**config.mk**
```make
export PLATFORM = sky130hd
export DESIGN_NAME = spu_reverb_mac_engine
export DESIGN_NICKNAME = d
export VERILOG_FILES = /design/src/rtl/spu_reverb_mac_engine.sv
export SDC_FILE = /design/constraint.sdc
export NUM_CORES = 2
export LEC_CHECK = 0
export BUFFER_PORTS_ARGS = -buffer_cell sky130_fd_sc_hd__buf_4
export CORE_MARGIN = 3
export CORE_UTILIZATION = 25
export CTS_CLUSTER_SIZE = 12
export DETAILED_ROUTE_END_ITERATION = 16
export HOLD_SLACK_MARGIN = 0.1
export PLACE_DENSITY_LB_ADDON = 0.12
export SLEW_MARGIN = 20
export SYNTH_ARGS = -nofsm -noshare
export SYNTH_HDL_FRONTEND = slang
export SYNTH_SLANG_ARGS = --single-unit
```
**constraint.sdc**
```tcl
create_clock -name i_clk -period 15.21 [get_ports i_clk]
set_input_delay 2.2815 -clock i_clk [delete_from_list [all_inputs] [get_ports i_clk]]
set_output_delay 2.2815 -clock i_clk [all_outputs]
set_load 0.01 [all_outputs]
```
**src/rtl/spu_reverb_mac_engine.sv**
```systemverilog
// Microcoded reverb multiply-accumulate engine: runs a loadable program once
// per channel per sample tick, with saturating accumulation and req/ack
// reverb-ring memory access.
module spu_reverb_mac_engine #(
    parameter int unsigned DW         = 16,
    parameter int unsigned AW         = 18,
    parameter int unsigned CHANNELS   = 2,
    parameter int unsigned PROG_DEPTH = 64
) (
    input  logic                          i_clk,
    input  logic                          i_nrst,
    input  logic                          i_start,
    input  logic                          i_enable,
    input  logic                          i_progWe,
    input  logic [$clog2(PROG_DEPTH)-1:0] i_progAdr,
    input  logic [15:0]                   i_progData,
    input  logic [15:0]                   i_base,
    input  logic [AW-1:0]                 i_counter,
    output logic [4:0]                    o_coefIdx,
    input  logic [DW-1:0]                 i_coef,
    output logic [4:0]                    o_adrIdx,
    input  logic [15:0]                   i_adrOfs,
    input  logic [CHANNELS*DW-1:0]        i_lineIn,
    output logic                          o_memReq,
    output logic                          o_memWr,
    output logic [AW-1:0]                 o_memAdr,
    output logic [DW-1:0]                 o_memWData,
    input  logic                          i_memAck,
    input  logic [DW-1:0]                 i_memRData,
    output logic [CHANNELS*DW-1:0]        o_out,
    output logic                          o_busy,
    output logic                          o_done,
    output logic                          o_overrun
);

    localparam int unsigned PW = $clog2(PROG_DEPTH);
    localparam int unsigned CW = (CHANNELS > 1) ? $clog2(CHANNELS) : 1;

    localparam logic [DW-1:0] MAXV = {1'b0, {(DW-1){1'b1}}};
    localparam logic [DW-1:0] MINV = {1'b1, {(DW-1){1'b0}}};
    localparam logic [AW:0]   ADR_SPAN = {1'b1, {AW{1'b0}}};

    localparam logic [2:0] OP_MAC_IN  = 3'd1;
    localparam logic [2:0] OP_MAC_RAM = 3'd2;
    localparam logic [2:0] OP_MAC_ACC = 3'd3;
    localparam logic [2:0] OP_WRITE   = 3'd4;
    localparam logic [2:0] OP_OUT     = 3'd5;
    localparam logic [2:0] OP_END     = 3'd6;

    typedef enum logic [1:0] {S_IDLE, S_FETCH, S_EXEC, S_MEM} state_t;

    state_t                 state_q, state_d;
    logic [PW-1:0]          pc_q, pc_d;
    logic [CW-1:0]          ch_q, ch_d;
    logic [DW-1:0]          acc_q, acc_d;
    logic [CHANNELS*DW-1:0] out_q, out_d;
    logic                   req_q, req_d;
    logic                   wr_q, wr_d;
    logic [AW-1:0]          adr_q, adr_d;
    logic [DW-1:0]          wdata_q, wdata_d;
    logic                   busy_q, busy_d;
    logic                   done_q, done_d;
    logic                   overrun_q, overrun_d;
    logic [15:0]            instr_q;
    logic [15:0]            prog_mem [PROG_DEPTH];

    logic [2:0]    op_c;
    logic          m1_c, acc_en_c, chsel_c;
    logic [DW-1:0] coef_val_c;
    logic [DW-1:0] line_b_c;
    logic [AW-1:0] base_w_c, ofs_w_c, rel_raw_c, rel_c, mem_adr_c;
    logic [AW:0]   ring_size_c;
    logic          step_c, fin_c;

    // Saturating Q1.(DW-1) multiply-accumulate.
    function automatic logic [DW-1:0] mac_f(input logic [DW-1:0] coef,
                                            input logic [DW-1:0] b,
                                            input logic [DW-1:0] a,
                                            input logic          use_acc);
        logic signed [2*DW-1:0] prod;
        logic signed [2*DW-1:0] shf;
        logic [DW-1:0]          p;
        logic [DW-1:0]          a_in;
        logic [DW:0]            sum;
        prod = (2*DW)'($signed(coef)) * (2*DW)'($signed(b));
        shf  = prod >>> (DW-1);
        if (shf[2*DW-1:DW-1] != {(DW+1){shf[2*DW-1]}}) begin
            p = shf[2*DW-1] ? MINV : MAXV;
        end else begin
            p = shf[DW-1:0];
        end
        a_in = use_acc ? a : '0;
        sum  = {a_in[DW-1], a_in} + {p[DW-1], p};
        if (sum[DW] != sum[DW-1]) begin
            return sum[DW] ? MINV : MAXV;
        end
        return sum[DW-1:0];
    endfunction

    // Instruction field decode and register-file lookups.
    assign op_c      = instr_q[15:13];
    assign m1_c      = instr_q[2];
    assign acc_en_c  = instr_q[1];
    assign chsel_c   = instr_q[0];
    assign o_coefIdx = instr_q[12:8];
    assign o_adrIdx  = instr_q[7:3] + (chsel_c ? 5'(ch_q) : 5'd0);

    // Constant coefficients for +1 / -1, otherwise the register file value.
    always_comb begin
        case (instr_q[12:8])
            5'd30:   coef_val_c = MAXV;
            5'd31:   coef_val_c = MINV;
            default: coef_val_c = i_coef;
        endcase
    end

    // Line input of the channel being processed.
    always_comb begin
        line_b_c = i_lineIn[ch_q*DW +: DW];
    end

    // Reverb-ring address: offset from current position, folded once into the ring.
    assign base_w_c    = AW'({i_base, 2'b00});
    assign ofs_w_c     = AW'({i_adrOfs, 2'b00});
    assign rel_raw_c   = i_counter + ofs_w_c - AW'(m1_c);
    assign ring_size_c = ADR_SPAN - {1'b0, base_w_c};
    assign rel_c       = ({1'b0, rel_raw_c} >= ring_size_c) ? (rel_raw_c - ring_size_c[AW-1:0])
                                                            : rel_raw_c;
    assign mem_adr_c   = base_w_c + rel_c;

    // Program store; writable only while idle.
    always_ff @(posedge i_clk) begin
        if ((state_q == S_IDLE) && i_progWe) begin
            prog_mem[i_progAdr] <= i_progData;
        end
    end

    // Registered program read during FETCH.
    always_ff @(posedge i_clk or negedge i_nrst) begin
        if (!i_nrst) begin
            instr_q <= '0;
        end else if (state_q == S_FETCH) begin
            instr_q <= prog_mem[pc_q];
        end
    end

    // Next-state, sequencing and datapath updates.
    always_comb begin
        state_d   = state_q;
        pc_d      = pc_q;
        ch_d      = ch_q;
        acc_d     = acc_q;
        out_d     = out_q;
        req_d     = req_q;
        wr_d      = wr_q;
        adr_d     = adr_q;
        wdata_d   = wdata_q;
        busy_d    = busy_q;
        done_d    = 1'b0;
        overrun_d = i_start && (state_q != S_IDLE);
        step_c    = 1'b0;
        fin_c     = 1'b0;

        unique case (state_q)
            S_IDLE: begin
                if (i_start) begin
                    state_d = S_FETCH;
                    pc_d    = '0;
                    ch_d    = '0;
                    busy_d  = 1'b1;
                end
            end
            S_FETCH: begin
                state_d = S_EXEC;
            end
            S_EXEC: begin
                case (op_c)
                    OP_MAC_IN: begin
                        acc_d  = mac_f(coef_val_c, line_b_c, acc_q, acc_en_c);
                        step_c = 1'b1;
                    end
                    OP_MAC_ACC: begin
                        acc_d  = mac_f(coef_val_c, acc_q, acc_q, acc_en_c);
                        step_c = 1'b1;
                    end
                    OP_OUT: begin
                        out_d[ch_q*DW +: DW] = acc_q;
                        step_c = 1'b1;
                    end
                    OP_MAC_RAM: begin
                        req_d   = 1'b1;
                        wr_d    = 1'b0;
                        adr_d   = mem_adr_c;
                        state_d = S_MEM;
                    end
                    OP_WRITE: begin
                        if (i_enable) begin
                            req_d   = 1'b1;
                            wr_d    = 1'b1;
                            adr_d   = mem_adr_c;
                            wdata_d = acc_q;
                            state_d = S_MEM;
                        end else begin
                            step_c = 1'b1;
                        end
                    end
                    OP_END: begin
                        fin_c = 1'b1;
                    end
                    default: begin
                        step_c = 1'b1;
                    end
                endcase
            end
            S_MEM: begin
                if (i_memAck) begin
                    req_d = 1'b0;
                    if (!wr_q) begin
                        acc_d = mac_f(coef_val_c, i_memRData, acc_q, acc_en_c);
                    end
                    step_c = 1'b1;
                end
            end
            default: begin
                state_d = S_IDLE;
            end
        endcase

        if (step_c && (pc_q != PW'(PROG_DEPTH-1))) begin
            pc_d    = pc_q + PW'(1);
            state_d = S_FETCH;
        end else if (step_c || fin_c) begin
            pc_d = '0;
            if (ch_q == CW'(CHANNELS-1)) begin
                state_d = S_IDLE;
                busy_d  = 1'b0;
                done_d  = 1'b1;
            end else begin
                ch_d    = ch_q + CW'(1);
                state_d = S_FETCH;
            end
        end
    end

    // State register.
    always_ff @(posedge i_clk or negedge i_nrst) begin
        if (!i_nrst) begin
            state_q <= S_IDLE;
        end else begin
            state_q <= state_d;
        end
    end

    // Datapath and output registers.
    always_ff @(posedge i_clk or negedge i_nrst) begin
        if (!i_nrst) begin
            pc_q      <= '0;
            ch_q      <= '0;
            acc_q     <= '0;
            out_q     <= '0;
            req_q     <= 1'b0;
            wr_q      <= 1'b0;
            adr_q     <= '0;
            wdata_q   <= '0;
            busy_q    <= 1'b0;
            done_q    <= 1'b0;
            overrun_q <= 1'b0;
        end else begin
            pc_q      <= pc_d;
            ch_q      <= ch_d;
            acc_q     <= acc_d;
            out_q     <= out_d;
            req_q     <= req_d;
            wr_q      <= wr_d;
            adr_q     <= adr_d;
            wdata_q   <= wdata_d;
            busy_q    <= busy_d;
            done_q    <= done_d;
            overrun_q <= overrun_d;
        end
    end

    assign o_memReq   = req_q;
    assign o_memWr    = wr_q;
    assign o_memAdr   = adr_q;
    assign o_memWData = wdata_q;
    assign o_out      = out_q;
    assign o_busy     = busy_q;
    assign o_done     = done_q;
    assign o_overrun  = overrun_q;

endmodule

```
## Word-level counts from Yosys, hierarchy flattened

Memory sizes are Yosys's and may differ from the RTL's. A register that Yosys moved wholly into a read port is not among the register bits.
Index checks and enable logic that the tools add are counted.

- Flip-flop bits (word level): 96
- RAM bits: 1024
- Output and inout port bits: 81
- Word-level logic and storage cells: 159
- Memories: 1

Memory list:

| memory | words | bits a word | rd ports | clocked after Yosys merged registers in | wr ports | line | source |
|---|---|---|---|---|---|---|---|
| prog_mem | 64 | 16 | 1 | 1 | 1 | 65 | `logic [15:0] prog_mem [PROG_DEPTH];` |

- $add $sub $neg: 12
- Multiply operators: 3
- Magnitude comparators: 1
- Equality and inequality tests: 27
- Shift operators: 3
- Mux-type cells: 80
- Reduce and logical (&&, ||, !) cells: 20

Operators with widths:

| kind | number |
|---|---|
| $mux W16 | 25 |
| $mul A16 B16 Y32 | 3 |
| $pmux W16 S2 | 3 |
| $add A16 B16 Y17 | 3 |
| $add A18 B18 Y18 | 2 |
| $mux W18 | 2 |
| $pmux W18 S2 | 1 |
| $neg A5 Y34 | 1 |
| $shift A16 B34 Y32 const A | 1 |
| $shiftx A16 B34 Y32 | 1 |
| $mux W1 | 33 |
| $bwmux W32 | 1 |
| $shiftx A32 B6 Y16 | 1 |
| $mux W6 | 4 |
| $ge A18 B19 Y1 | 1 |
| $sub A19 B18 Y19 const A | 1 |
| $sub A18 B1 Y18 | 1 |
| $sub A18 B18 Y18 | 1 |
| $reduce_and A4 Y1 | 3 |
| $eq A5 B5 Y1 const B | 2 |
| $pmux W1 S2 | 5 |
| $eq A3 B3 Y1 const B | 3 |
| $mux W2 | 4 |
| $add A6 B1 Y6 const B | 1 |
| other kinds (27) | 43 |

## Longest topological paths before layout

- Word-level depth: 18
- Mapped depth: 46
- Gate-level depth less buffers: 39

## Least setup slack after synthesis

OpenSTA, ideal clock, no wires.

- Kind: input port to flip-flop
- Start: input port i_coef[14]
- End: register acc_q[2]
- Library setup time: 0.110 ns
- Arrival: 11.061 ns
- Data required time: 15.100 ns
- Path slack: 4.039 ns
- Cell stages on the path: 39
- Path buffers: 5
- Cells stage by stage: a21o_1 clkbuf_1 clkbuf_1 nand2_1 fa_1 fa_1 fa_1 inv_1 fa_1 fa_1 inv_1 fa_1 inv_1 ha_1 a2111oi_0 o21ai_1 o22ai_1 o21ai_0 [... 3 more ...] nand2_1 and3_1 buf_2 buf_6 a21o_1 ha_1 inv_1 fa_1 nand2b_1 a21oi_1 o211ai_2 a21oi_1 o21a_1 nor4_1 mux2i_1 clkbuf_1 a31oi_1 o41ai_1

- Word-level cells in the longest chain between the ends: 17

Ends and longest elaborated chain:

| element | line | source |
|---|---|---|
| start: declaration | 20 | `input logic [DW-1:0] i_coef,` |
| $pmux W16 S2 * | 110 | `case (instr_q[12:8])` |
| $mul A16 B16 Y32 | 85 | `prod = (2*DW)'($signed(coef)) * (2*DW)'($signed(b));` |
| $mux W16 or $ne A1 B1 Y1 (tied branches) | 88, 87 |  |
| $mux W16 | 87 | `if (shf[2*DW-1:DW-1] != {(DW+1){shf[2*DW-1]}}) begin` |
| $mux W16 | 218 | `if (!wr_q) begin` |
| $mux W16 | 216 | `if (i_memAck) begin` |
| $mux W16 | 164 | `unique case (state_q)` |
| $add A16 B16 Y17 | 93 | `sum = {a_in[DW-1], a_in} + {p[DW-1], p};` |
| $ne A1 B1 Y1 | 94 | `if (sum[DW] != sum[DW-1]) begin` |
| $mux W1 | 94 |  |
| $mux W1 | 218 |  |
| $mux W1 | 216 |  |
| $mux W1 | 164 |  |
| $mux W16 | 97 | `return sum[DW-1:0];` |
| $mux W16 | 218 |  |
| $mux W16 | 216 |  |
| $pmux W16 S2 * | 164 |  |
| end signal: assignment | 259 | `acc_q <= '0;` |
| end signal: assignment | 271 | `acc_q <= acc_d;` |
| end: declaration | 55 | `logic [DW-1:0] acc_q, acc_d;` |

Every way passes the cells marked *; elsewhere a longest branch is shown, timed or not. The select of a mux whose other input is x is not followed.
A chain may end at the register's enable or synchronous reset.

## Final worst setup path

- Start: register instr_q[12], read port of prog_mem
- End: register acc_q[2]

- Word-level cells in the longest chain between the ends: 18

Ends and longest elaborated chain:

| element | line | source |
|---|---|---|
| start: declaration | 64 | `logic [15:0] instr_q;` |
| $eq A5 B5 Y1 | 110 |  |
| $pmux W16 S2 * | 110 |  |
| $mul A16 B16 Y32 | 85 |  |
| $mux W16 or $ne A1 B1 Y1 (tied branches) | 88, 87 |  |
| $mux W16 | 87 |  |
| $mux W16 | 218 |  |
| $mux W16 | 216 |  |
| $mux W16 | 164 |  |
| [... 2 more ...] | n/a |  |
| $mux W1 | 94 |  |
| $mux W1 | 218 |  |
| $mux W1 | 216 |  |
| $mux W1 | 164 |  |
| $mux W16 | 97 |  |
| $mux W16 | 218 |  |
| $mux W16 | 216 |  |
| $pmux W16 S2 * | 164 |  |

Marks and branches as above.

==> metrics.cfg <==
[global_route]
grt_pass1_wl_um=362000
overflow=0
track_usage_pct=15.5
grt_max_degree=76
first_global_vias=50743
antenna_found_initial=24

[routing]
routed_wl_um=245000
via_count=46449
wire_per_inst_um=23.4
drt_first_iter_violations=2970
drc=0
vias_per_cell=4.44
antenna_left=0
firstDrtPassIters=5

[floorplan]
rows=204
boundaryPins=223
start_util_pct=25.2
die_area_um2=319000
core-area_um2=310000
die_x_um=565
die_h_um=565

[yosys]
synth_edf_count=1024
synthesis.area_um2=78000
ys_seq_elements=1136
synth.area.top_cells=edfxtp_1, fa_1, mux4_2
yosysMostFrequentCell=edfxtp_1
synth.largest_area_cell=edfxtp_1
synth_warnings=0
seq_area_frac_synth_pct=43.0
synth.top_cell.area_share_pct=39.4
syn_avg_cell_area_um2=13.0
yosys-top-cells-count=edfxtp_1, inv_1, fa_1
synthArstFlopShare_pct=9.86
synth_nets=7289
ys.flop_type=edfxtp_1
synthCells=6001
yosysUniqueCellTypes=97

[clock_tree]
cts_buffers=143
htree_num_levels=4
ctsHoldBuffers=0
clock_sinks=1136
cts_root_buf=clkbuf_16
post_cts_buffers=0
cts_max_path_buffers=4
clk_pin_slew_ns=0.06
cts_tree=yes
clk_latency_ns=0.83
cts-resized-gates=0

[timing]
finalSetupTns_ns=0
slew_viol_final=0
period_needed_ns=12.36
timing_hold_violations_final=0
max_freq_mhz=80.9
post-route-period-util_pct=81.3
fin_skew_ns=0.0798
max-slew-margin-rel_pct=26.1
rsz0062_at_grt=false
whs_ns=0.485
worst_slew_pin_slew_ns=1.10
setup_viol=0

[critical_path]
path_buf_inv=6
reg2reg_from=instr_q[12]
critPathMaxStageDelay_ns=0.88
crit_fanout=25
ff2ff_setup_slack_ns=2.85
crit_required_ns=15.87
cp.arrival_ns=13.02
critical_path_class=reg2reg
cp_slowest_cell=nor2_1
crit_top_cell=fa_1
startpoint=instr_q[12]
crit_family=compound AO/OA/AOI/OAI gates
endpoint_kind=register
start_kind=register

[cells_and_area]
fill_cells=31754
syn2layout_area_growth_pct=14.4
regArea_um2=33600
drive_above_1_share_pct=16.4
nNetsFinal=7526
multi_input_area_um2=39900

[min_path]
hp-start=o_memAdr[12]
hp-class=reg2reg

[place]
place.gp.congestion=0.794
port_buffers=222
hpwl_um=175000

[run]
maxCapViolCount=0

[status]
status=completed

metal layers:
layer | vias to the layer above | track usage [%] | wire [um]
met1 | 24461 | 20.5 | 106000
li1 | 20848 | - | -
met5 | - | 0 | 0
met3 | 229 | 1.90 | 9300
met4 | 0 | 3.40 | 5700
met2 | 911 | 27.2 | 124000
sequential cells by signal, summed over array words and instances (netlist names):
register,count
state_q,2
o_memReq,1
acc_q,16
pc_q,6
o_overrun,1
o_memWr,1
ch_q,1
instr_q,16
o_busy,1
o_memWData,16
o_done,1
o_memAdr,18
prog_mem,1024
o_out,32
per-stage QoR:
step	std cells	cell area (um2)	utilization (%)	worst slack (ns)
finish	10454	89300	28.8	2.85
CTS	10449	89200	28.8	2.81
detailed placement	10213	85000	27.4	2.06
global route	10451	89200	28.8	1.95
global placement	10213	85000	27.4	1.97
floorplan	6001	78000	-	4.04
area by class of cell:
type | count | share of cell area [%]
Clock inverter | 51 | 0.418
Clock buffer | 185 | 4.33
Multi-Input combinational cell | 3619 | 44.7
Sequential cell | 1136 | 37.6
Timing Repair Buffer | 354 | 2.98
Antenna cell | 5 | 0.0140
Inverter | 984 | 4.14
Tap cell | 4120 | 5.78
kinds of logic after synthesis:
family                     share of synthesized area [%]
and+or+nand+nor                                     7.54
buffers and inverters                               6.12
adders and majority gates                           26.0
DFF                                                 43.0
AOI/OAI and AO/OA                                   4.76
muxes                                               10.8
xor gates and xnor gates                            1.83
worst register-to-register path: cells and delay by family (launching register included):
kind	cells	cell delay, ns
buf+inv	6	0.78
simple gates	7	2.43
flops	1	0.43
fa+ha+maj	9	3.77
compound gates	15	4.83
layout by cell type, fill, tap and decap left out, types with 105 or more instances in the layout:
master,instances
edfxtp_1,1024
xnor2_1,112
nand2_1,520
mux4_2,300
dfrtp_1,105
a21oi_1,156
fa_1,791
o21ai_0,111
ha_1,355
inv_1,984
buf_4,353
nor2_1,310
and2_1,212
clkbuf_16,148
path summary, 6_finish.rpt:
check,to,cells after the start
worst max-delay path,acc_q[2],37
worst max register to register,acc_q[2],37
worst min register to register,o_memAdr[12],2
max in group asynchronous,acc_q[4],2
min in group asynchronous,o_out[3],1
worst min-delay path,o_memAdr[12],2
Power is not shown: default switching activity piles up to over one toggle a cycle in this logic, so the estimate is an artifact.
